==> config.mk <==
export PLATFORM = sky130hd
export DESIGN_NAME = booth_control_unit
export DESIGN_NICKNAME = d
export VERILOG_FILES = /design/src/rtl/booth_control_unit.sv
export SDC_FILE = /design/constraint.sdc
export NUM_CORES = 1
export LEC_CHECK = 0
export ABC_AREA = 1
export CAP_MARGIN = 15
export CORE_AREA = 2 2 39 41
export CTS_CLUSTER_DIAMETER = 80
export DETAILED_ROUTE_END_ITERATION = 7
export DIE_AREA = 0 0 41 43
export PLACE_DENSITY = 0.54
export SLEW_MARGIN = 0
export SYNTH_ARGS = -nofsm -noshare
export SYNTH_HDL_FRONTEND = slang
export SYNTH_SLANG_ARGS = --single-unit
==> constraint.sdc <==
create_clock -name i_clock -period 3.3 [get_ports i_clock]
set_input_delay 0.99 -clock i_clock [delete_from_list [all_inputs] [get_ports i_clock]]
set_output_delay 0.99 -clock i_clock [all_outputs]
set_load 0.005 [all_outputs]
==> src/rtl/booth_control_unit.sv <==
// booth_control_unit: IDLE/LOAD/EXEC/DONE sequencer driving the signed Booth/shift-add multiplier datapath.
// Optional early termination on m_is_1 is enabled by defining BOOTH_CTRL_EARLY_EXIT_EN.
module booth_control_unit #(
    parameter int l_word = 4
) (
    input  logic i_clock,
    input  logic i_reset,
    input  logic i_start,
    input  logic i_empty,
    input  logic i_w2_neg,
    input  logic i_m_is_1,
    input  logic i_m0,
    output logic o_load_words,
    output logic o_flush,
    output logic o_shift,
    output logic o_add,
    output logic o_sub,
    output logic o_ready,
    output logic o_done
);

    localparam int CW = ($clog2(l_word) > 1) ? $clog2(l_word) : 1;
    localparam logic [CW-1:0] CNT_LAST = CW'(l_word - 1);

    typedef enum logic [1:0] {S_IDLE, S_LOAD, S_EXEC, S_DONE} state_t;

    state_t        r_state, w_state_nxt;
    logic [CW-1:0] r_cnt, w_cnt_nxt;
    logic          w_early;
    logic          w_last;

`ifdef BOOTH_CTRL_EARLY_EXIT_EN
    assign w_early = i_m_is_1;
`else
    assign w_early = i_m_is_1 & 1'b0;
`endif

    always_ff @(posedge i_clock) begin
        if (i_reset) begin
            r_state <= S_IDLE;
            r_cnt   <= '0;
        end else begin
            r_state <= w_state_nxt;
            r_cnt   <= w_cnt_nxt;
        end
    end

    always_comb begin
        w_state_nxt  = r_state;
        w_cnt_nxt    = r_cnt;
        o_load_words = 1'b0;
        o_flush      = 1'b0;
        o_shift      = 1'b0;
        o_add        = 1'b0;
        o_sub        = 1'b0;
        o_ready      = 1'b0;
        o_done       = 1'b0;
        // The counter bound caps EXEC at l_word cycles regardless of the flags.
        w_last       = (r_cnt == CNT_LAST) || w_early;
        case (r_state)
            S_IDLE: begin
                o_ready = 1'b1;
                if (i_start) w_state_nxt = S_LOAD;
            end
            S_LOAD: begin
                o_load_words = 1'b1;
                o_flush      = 1'b1;
                w_cnt_nxt    = '0;
                w_state_nxt  = i_empty ? S_DONE : S_EXEC;
            end
            S_EXEC: begin
                // The multiplier MSB carries negative weight, so it subtracts instead of adds.
                o_add   = i_m0 & ~(w_last & i_w2_neg);
                o_sub   = i_m0 & w_last & i_w2_neg;
                o_shift = ~w_last;
                if (w_last) w_state_nxt = S_DONE;
                else        w_cnt_nxt   = r_cnt + 1'b1;
            end
            S_DONE: begin
                o_done      = 1'b1;
                w_state_nxt = S_IDLE;
            end
            default: w_state_nxt = S_IDLE;
        endcase
        if (i_reset) begin
            o_load_words = 1'b0;
            o_flush      = 1'b0;
            o_shift      = 1'b0;
            o_add        = 1'b0;
            o_sub        = 1'b0;
            o_done       = 1'b0;
        end
    end

endmodule

== Word-level counts from Yosys, hierarchy flattened ==
Cells that the tools add are included.

* Logic and storage cells: 37
* Output and inout bits: 7
* Bits of input ports: 7
* Register bits: 4

* Bitwise gates (word level): 6
* Reductions and logical operators: 4
* Equal/unequal tests: 7
* Muxes and demuxes: 17
* Add/sub/neg operators: 1

{| class="wikitable"
|+ Operators with widths
! kind !! number
|-
| 1-bit 2-to-1 mux || 12
|-
| 2-bit case mux with 4 select lines || 1
|-
| 2-bit == test, second input constant || 3
|-
| 2-bit 2-to-1 mux || 3
|-
| 2-bit inequality test, second input constant || 3
|-
| 1-bit AND || 4
|-
| 2-bit case mux with 2 select lines || 1
|-
| 2-bit AND reduction || 2
|-
| 2-bit by 1-bit adder with 2-bit output, second input constant || 1
|-
| 2-bit by 1-bit == test with 1-bit output, second input constant || 1
|-
| 2-bit zero test || 1
|-
| 1-bit inverter || 2
|-
| 2-bit nonzero test || 1
|}

== Logic depth before layout (Yosys ltp) ==
Gate-level depths: netlist of the first run.

* Word-level depth: 6
* Mapped depth: 6
* Depth with buffers taken out: 6

== Least setup slack after synthesis of the first run ==
OpenSTA, ideal clock, no wires.

* Path kind: input -> output
* Start point: in i_reset
* End point: out o_load_words
* Buffers on the path: 1
* Cell stages on the path: 2
* Path slack: 1.047 ns
* Data required time: 2.310 ns
* Data arrival time: 1.263 ns
* Cell sequence: nor2_1 -> buf_4

* Cells in the longest elaborated chain, start to end: 1

{| class="wikitable"
|+ Ends and longest elaborated chain
! what !! line !! source
|-
| start, declared || 7 || <nowiki>input logic i_reset,</nowiki>
|-
| 1-bit 2-to-1 mux || 85 || <nowiki>if (i_reset) begin</nowiki>
|-
| end, declared || 13 || <nowiki>output logic o_load_words,</nowiki>
|}

No other way between the ends.

== Worst setup path after layout of the first run ==
* Start point: in i_m0
* End point: out o_add

* Cells in the longest elaborated chain, start to end: 3

{| class="wikitable"
|+ Ends and longest elaborated chain
! what !! line !! source
|-
| start, declared || 12 || <nowiki>input logic i_m0,</nowiki>
|-
| 1-bit AND || 73 || <nowiki>o_add = i_m0 & ~(w_last & i_w2_neg);</nowiki>
|-
| 1-bit 2-to-1 mux || 60 || <nowiki>case (r_state)</nowiki>
|-
| 1-bit 2-to-1 mux || 85 ||
|-
| end, declared || 16 || <nowiki>output logic o_add,</nowiki>
|}

No other way between the ends.

==> reports/metrics.csv, run 1 <==
metric,value,unit
cts_tree,done,
initial_utilization,22.60,%
cpPeakStageDelay,0.51,ns
final_cell_mix,"clkdlybuf4s50_1, nand2_1, inv_1",
required,2.31,ns
synthToLayoutAreaGrowth,56.40,%
ys_ff_latch,4,
rsz0062_at_grt,no,
antenna_cells,0,
synth_compound_area_share,13.60,%
setup_viol,0,
path_cells,clkdlybuf4s50_1 > nand3_1 > a21oi_1 > clkdlybuf4s50_1,
end_kind,output port,
syn-cell-area,312.8,sq um
hpwl,521.5,microns
core_area,1384,sq um
stdcell_area,489.2,sq um
cts_sinks,4,
cellPowerDensity,664.9,nW/um^2
grtUsageTotal,8.717,%
post-route-period-util,95.74,%
vias_per_cell,4.051,
finalHoldViolCount,0,
clock_latency,0.23,ns
drc_errors,0,
maxCapViolations,0,
grt_pass1_wl,1028,microns
antenna_found_initial,0,
status,"complete, no violations",
critPathLaunchType,primary input,
first_pass_iters,2,
final_layout_size_suffix_gt1_share,20.97,%
critPathKind,primary input to output port,
critPathSlowestCell,clkdlybuf4s50_1,
pin_count,14,
port_buffers,12,
max-clock-path-buffers,2,
synth_cell_types,13,
final_common_cell,clkdlybuf4s50_1,
yosys.area_share.simple,27.60,%
clock.fmax,0.3165,GHz
muxShareOfSynthArea,0,%
dieArea,1763,sq um
period_minus_slack,3.160,ns
grt_max_degree,8,
grt_pass1_vias,287,
slew_headroom,85.07,%
cts_htree_levels,1,
ir_drop,0.2497,mV
ys_warn_count,0,
synth_top_family_by_area,simple AND/OR/NAND/NOR gates,
drt_iter0_markers,2,
wl_per_cell,8.462,microns
synth-xor-area-share,0,%
rows,14,
hp-class,flip-flop to flip-flop,
grt_overflow_total,0,
placed_area,467.9,sq um
place_inst,75,
route.vias.total,316,
die_x,41,microns
avgSynthCellArea,6.951,sq um
die_height,43,microns
yosysSeqAreaShare,25.60,%
synthAdderAreaFrac,20.00,%
clk_pin_slew_worst_paths,0.04,ns
syn_inst,45,
cp_common_cell,clkdlybuf4s50_1,
final_antenna_net_count,0,
finalNonFillerCells,78,
drt_wl_total,660,microns
cts_buffers,3,
hold_buffers,0,
synth.net_count,57,
cts_root_buf,clkbuf_4,
worstMarginPinSlew,0.2224,ns
maxSlewViolCount,0,
p_leak,0.2255,nW
nets,76,
fin_skew,0.003806,ns
cp.arrival,2.17,ns
place.gp.congestion,0.7484,
cp_max_fo,2,
==> cell families (layout without fill, tap and decap cells) <==
family | count (synthesis) | count (layout)
adder cells (fa/ha/maj) | 5 | 5
flip-flops | 4 | 4
AND/OR/NAND/NOR | 19 | 19
buffers and inverters | 10 | 27
AO/OA/AOI/OAI | 7 | 7
==> through the flow <==
stage / hold WS (ns) / setup TNS, ns / utilization (%) / total power [mW] / worst slack [ns]
global route: 0.5000 / 0 / 35.35 / 0.3634 / 0.08932
detailed placement: 0.4627 / -0.01657 / 33.82 / 0.2696 / -0.01657
floorplan: 0.4404 / 0 / - / 0.2031 / 1.047
CTS: 0.4736 / 0 / 35.35 / 0.3343 / 0.1316
global placement: 0.4561 / -0.01437 / 33.82 / 0.2670 / -0.01437
finish: 0.4742 / 0 / 35.35 / 0.3253 / 0.1404
==> worst paths after layout <==
path,endpoint,startpoint,depth (start not counted),slack [ns]
setup reg to reg,r_cnt[0]$_SDFFE_PP0P_,r_state[0]$_SDFFE_PP0P_,6,2.12
setup / recovery,o_add,i_m0,4,0.14
hold reg to reg,r_cnt[0]$_SDFFE_PP0P_,r_cnt[0]$_SDFFE_PP0P_,1,0.47
hold / removal,r_cnt[0]$_SDFFE_PP0P_,r_cnt[0]$_SDFFE_PP0P_,1,0.47
==> layer usage <==
metal,global-route usage [%],wire [microns]
met4,2.000,0
met1,9.265,318
met3,6.283,56
met2,13.44,285
met5,0,0
==> report_power, final <==
part,internal (mW),total [mW],switching (mW),leakage (nW)
Combinational,0.0907,0.181,0.0906,0.179
Sequential,0.0651,0.0843,0.0192,0.0327
Clock,0.0406,0.0597,0.0191,0.0138
Total,0.196,0.325,0.129,0.225
==> worst max-delay path, delay by kind of cell <==
family	cells	cell delay, ns
AOI/OAI and AO/OA	1	0.12
buffers and inverters	2	0.97
and+or+nand+nor	1	0.09
==> final cells by class <==
cell class,instances,area (sq um)
clock buffer,3,22.52
fill,176,894.6
tap,16,20.02
sequential,4,80.08
inverter,9,33.78
multi-input combinational,31,191.4
timing repair buffer,15,141.4
==> flip-flops by register name (all words and copies together) (netlist names) <==
signal,count
r_state,2
r_cnt,2
==> cell usage after synthesis <==
cell type  count  share of area (%)
nand3_1        4                6.4
ha_1           5                 20
buf_4          1                2.4
o21ai_1        3                4.8
nand2_1       10                 12
inv_1          6                7.2
nor2_2         1                2.0
nor2_1         3                3.6
nand2_4        1                3.6
inv_2          3                3.6
dfxtp_1        4                 26
a21oi_2        2                5.6
a21oi_1        2                3.2
==> timing repair <==
| action | CTS | global route |
|---|---|---|
| resized for setup | 1 | 0 |
| endpoints found under the setup margin | 1 | 0 |
| buffers inserted | 0 | 0 |
Note: power is estimated with default switching activity, not from simulation.
==> inputs of run 2 (changes only) <==
==> constraint.sdc (replaced) <==
create_clock -name i_clock -period 4.1 [get_ports i_clock]
set_input_delay 1.23 -clock i_clock [delete_from_list [all_inputs] [get_ports i_clock]]
set_output_delay 1.23 -clock i_clock [all_outputs]
set_load 0.005 [all_outputs]
==> run 2 against run 1 <==
Hold slack lost 0.0055 ns. Total power fell by 20%. First-iteration DRC count grew 50%. Design area shrank 4.3%. Register-to-register slack better by 0.80 ns. Clock skew rose by 0.0051 ns. Combinational power down 20%. Via count fell by 3.5%. Final cell count decreased by 3.8%. Sequential share of layout area is 0.74 points higher. Clock power shrank 17%.
==> reports/metrics.csv, run 2 (synthesized netlist as in run 1, its figures left out) <==
metric,value,unit
r2r_cells,4,
critPathLaunchType,primary input,
drt_wl_total,609,microns
wl_per_cell,8.120,microns
grtUsageTotal,7.816,%
slew_headroom,81.95,%
holdPathStages,1,
rows,14,
maxSlewViolCount,0,
worstMarginPinSlew,0.2699,ns
postCtsResizedCells,0,
cp.arrival,2.60,ns
final_cell_mix,"clkdlybuf4s50_1, nand2_1, inv_1",
maxCapViolations,0,
r2r-start,r_state[0]$_SDFFE_PP0P_,
hold_buffers,0,
end_kind,output port,
whs,0.4687,ns
hpwl,503.3,microns
grt_max_degree,8,
path_cells,clkdlybuf4s50_1 > inv_2 > nand3_1 > a21oi_1 > clkdlybuf4s50_1,
rsz0062_at_grt,no,
ir_drop,0.1959,mV
cts_buffers,3,
grt_pass1_wl,917,microns
status,"complete, no violations",
reg_top3,"r_cnt: 2 flops, r_state: 2 flops",
clock_latency,0.24,ns
critPathKind,primary input to output port,
nets,73,
drc_errors,0,
port_buffers,12,
grt_overflow_total,0,
cts_tree,done,
die_height,43,microns
cts_htree_levels,1,
cp_top_family,buffers and inverters,
fin_skew,0.008923,ns
cp_max_fo,6,
dieArea,1763,sq um
critPathSlowestCell,clkdlybuf4s50_1,
die_x,41,microns
cts_root_buf,clkbuf_4,
core_area,1384,sq um
place.gp.congestion,0.7210,
route.vias.total,305,
p_leak,0.2097,nW
nFillCells,160,
final_common_cell,clkdlybuf4s50_1,
vias_per_cell,4.067,
postCtsSetupRepairBufs,0,
cpPeakStageDelay,0.54,ns
final_layout_size_suffix_gt1_share,16.95,%
clock.fmax,0.2608,GHz
cts_sinks,4,
initial_utilization,22.60,%
antenna_found_initial,0,
area.sequential,80.08,sq um
path_buf_inv,3,
finalHoldViolCount,0,
first_pass_iters,2,
drt_iter0_markers,3,
startpoint,i_reset,
required,2.87,ns
grt_pass1_vias,220,
clk_pin_slew_worst_paths,0.04,ns
multiInputGateArea,191.4,sq um
antenna_cells,0,
synthToLayoutAreaGrowth,49.60,%
hp-class,flip-flop to flip-flop,
pin_count,14,
final_core_util,33.82,%
max-clock-path-buffers,2,
post-route-period-util,93.53,%
cp_common_cell,clkdlybuf4s50_1,
cellPowerDensity,556.6,nW/um^2
setup_tns,0,ns
hp-start,r_cnt[0]$_SDFFE_PP0P_,
period_minus_slack,3.835,ns
setup_viol,0,
final_antenna_net_count,0,
crit_cells,5,
==> run 2: cell types whose count changed in the layout (fill, tap and decap cells not counted), sizes merged <==
cell / delta
buf: -3
clkdlybuf4s50: +1
dlygate4sd2: -1
==> run 2: final cells by class <==
type,instances,share of cell area (%)
clock buffer,3,4.813
tap,16,4.278
timing repair buffer,12,25.67
sequential,4,17.11
multi-input combinational,31,40.91
inverter,9,7.219
==> run 2: power breakdown <==
part | total (mW) | internal, mW | leakage, nW | switching (mW)
clock network | 0.0497 | 0.0328 | 0.0138 | 0.0170
registers | 0.0666 | 0.0524 | 0.0327 | 0.0142
logic | 0.144 | 0.0711 | 0.163 | 0.0730
==> run 2: path summary, 6_finish.rpt <==
kind	to	slack, ns
max	o_add	0.27
min	r_cnt[0]$_SDFFE_PP0P_	0.47
max reg2reg	r_cnt[0]$_SDFFE_PP0P_	2.92
min reg2reg	r_cnt[0]$_SDFFE_PP0P_	0.47
==> run 2: per-layer routing <==
layer  global-route usage, %  up-vias  share of wire, %
li1                        -      167                 -
met1                   10.54      124                46
met2                   10.00       14                40
met3                   6.806        0                14
met4                       0        0                 0
met5                       0        -                 0
==> run 2: metrics by stage <==
step                worst slack, ns  cells  total power [mW]  area, sq um
finish                       0.2654     75            0.2604        467.9
global route                 0.1550     75            0.2892        467.9
CTS                          0.2426     75            0.2652        467.9
detailed placement           0.2473     72            0.2137        445.4
global placement             0.2530     72            0.2125        445.4
floorplan                     1.367     45            0.1635        312.8
==> run 2: worst register-to-register path: cells and delay by family, from the launching register on <==
family | cells | cell delay [ns]
adder cells (fa/ha/maj) | 1 | 0.26
flip-flops | 1 | 0.38
AO/OA/AOI/OAI | 2 | 0.35
buffers and inverters | 1 | 0.09
==> inputs of run 3 (changes only) <==
--- a/config.mk
+++ b/config.mk
@@ -8,6 +8,7 @@
 export ABC_AREA = 1
 export CAP_MARGIN = 15
 export CORE_AREA = 2 2 39 41
+export CTS_BUF_LIST = sky130_fd_sc_hd__clkbuf_16
 export CTS_CLUSTER_DIAMETER = 80
 export DETAILED_ROUTE_END_ITERATION = 7
 export DIE_AREA = 0 0 41 43
==> run 3 against run 2 <==
Sequential cell count did not move. First-iteration DRC count did not move. Worst setup slack barely moved. Global-route usage rose by 1.0 points. Die area did not move. Combinational power barely moved. Sequential power barely moved. Critical path type unchanged. Critical endpoint unchanged. Largest cell class unchanged.
==> reports/metrics.csv, run 3 (synthesized netlist as in run 1, its figures left out) <==
metric,value,unit
synthToLayoutAreaGrowth,66.40,%
drt_iter0_markers,3,
grt_pass1_wl,993,microns
dieArea,1763,sq um
hp-start,r_cnt[0]$_SDFFE_PP0P_,
cts_buffers,3,
first_pass_iters,2,
setup_tns,0,ns
holdPathStages,1,
hpwl,503.3,microns
swShare,31.57,%
drc_errors,0,
initial_utilization,22.60,%
cp_max_fo,6,
required,2.87,ns
maxCapViolations,0,
cts_tree,done,
stdcell_area,520.5,sq um
rsz0062_at_grt,no,
grt_overflow_total,0,
maxSlewViolCount,0,
hp-class,flip-flop to flip-flop,
cp_common_cell,clkdlybuf4s50_1,
antenna_found_initial,0,
critPathSlowestCell,clkdlybuf4s50_1,
final_common_cell,clkdlybuf4s50_1,
r2r_slack,2.91,ns
whs_endpoint,r_cnt[0]$_SDFFE_PP0P_,
path_buf_inv,3,
final_layout_size_suffix_gt1_share,16.95,%
path_cells,clkdlybuf4s50_1 > inv_2 > nand3_1 > a21oi_1 > clkdlybuf4s50_1,
max-clock-path-buffers,2,
worstMarginPinSlew,0.2699,ns
die_height,43,microns
cpPeakStageDelay,0.54,ns
ir_drop,0.3014,mV
cts_htree_levels,1,
critPathKind,primary input to output port,
power_frac_seq,18.4,%
grt_max_degree,8,
setup_viol,0,
postCtsResizedCells,0,
rows,14,
post-route-period-util,93.52,%
route.vias.total,306,
critPathLaunchType,primary input,
r2r_cells,4,
clock.fmax,0.2608,GHz
cts_root_buf,clkbuf_16,
end_kind,output port,
drt_wl_total,629,microns
die_x,41,microns
pwr-share-comb,39.8,%
cellPowerDensity,696.8,nW/um^2
cp.arrival,2.60,ns
final_core_util,37.61,%
status,"complete, no violations",
period_minus_slack,3.834,ns
grtUsageTotal,8.818,%
place.gp.congestion,0.7210,
antenna_cells,0,
reg_top3,"r_cnt: 2 flops, r_state: 2 flops",
hold_buffers,0,
final_antenna_net_count,0,
grt_pass1_vias,242,
wl_per_cell,8.387,microns
r2r-end,r_cnt[0]$_SDFFE_PP0P_,
finalHoldViolCount,0,
internal-power,0.2482,mW
vias_per_cell,4.080,
slew_headroom,81.95,%
postCtsSetupRepairBufs,0,
cts_sinks,4,
cp_top_family,buffers and inverters,
fin_skew,0.002368,ns
final_cell_mix,"clkdlybuf4s50_1, nand2_1, inv_1",
crit_cells,5,
pin_count,14,
core_area,1384,sq um
clock_latency,0.22,ns
clkPwrFrac,41.9,%
p_leak,0.2329,nW
placed_area,445.4,sq um
clk_pin_slew_worst_paths,0.03,ns
port_buffers,12,
nets,73,
r2r-start,r_state[0]$_SDFFE_PP0P_,
power_switching,0.1145,mW
-- run 3: cell count changes in the layout (fill, tap and decap cells not counted) --
cell | before | now
clkbuf_16 | 0 | 3
clkbuf_4 | 3 | 0
-- run 3: power groups by stage --
| stage | Clock, mW | Combinational, mW | Sequential, mW |
|---|---|---|---|
| after detailed placement | 0 | 0.146 | 0.0675 |
| final | 0.152 | 0.144 | 0.0667 |
| after global placement | 0 | 0.145 | 0.0679 |
| after floorplan | 0 | 0.0996 | 0.0638 |
| after global routing | 0.155 | 0.167 | 0.0700 |
| after CTS | 0.153 | 0.147 | 0.0671 |
-- run 3: how the worst max path moves through the flow --
stage          slack, ns            to  startpoint
2_1_floorplan       1.37  o_load_words     i_reset
3_3_place_gp        0.25         o_add     i_reset
3_5_place_dp        0.25         o_add     i_reset
4_1_cts             0.25         o_add     i_reset
5_1_grt             0.16         o_add     i_reset
6_report            0.27         o_add     i_reset
-- run 3: cell type report --
class	instances	area, sq um
fillers	155	863.3
multi-input cells	31	191.4
repair buffers	12	120.1
flip-flops and latches	4	80.08
clock buffers	3	75.07
inverters	9	33.78
well taps	16	20.02
-- run 3: per-layer routing --
metal | wire [microns] | GRT usage, % | vias to the layer above | share of wire, %
met2 | 254 | 10.63 | 13 | 40
met1 | 289 | 11.18 | 126 | 46
met3 | 85 | 6.806 | 0 | 14
met4 | 0 | 4.000 | 0 | 0
met5 | 0 | 0 | - | 0
li1 | - | - | 167 | -
-- run 3: metrics by stage --
step                hold slack [ns]  worst slack (ns)  power, mW  std cells
floorplan                    0.4404             1.367     0.1635         45
global placement             0.4565            0.2530     0.2125         72
detailed placement           0.4611            0.2473     0.2137         72
CTS                          0.4681            0.2459     0.3671         75
global route                 0.4824            0.1573     0.3916         75
finish                       0.4663            0.2656     0.3627         75
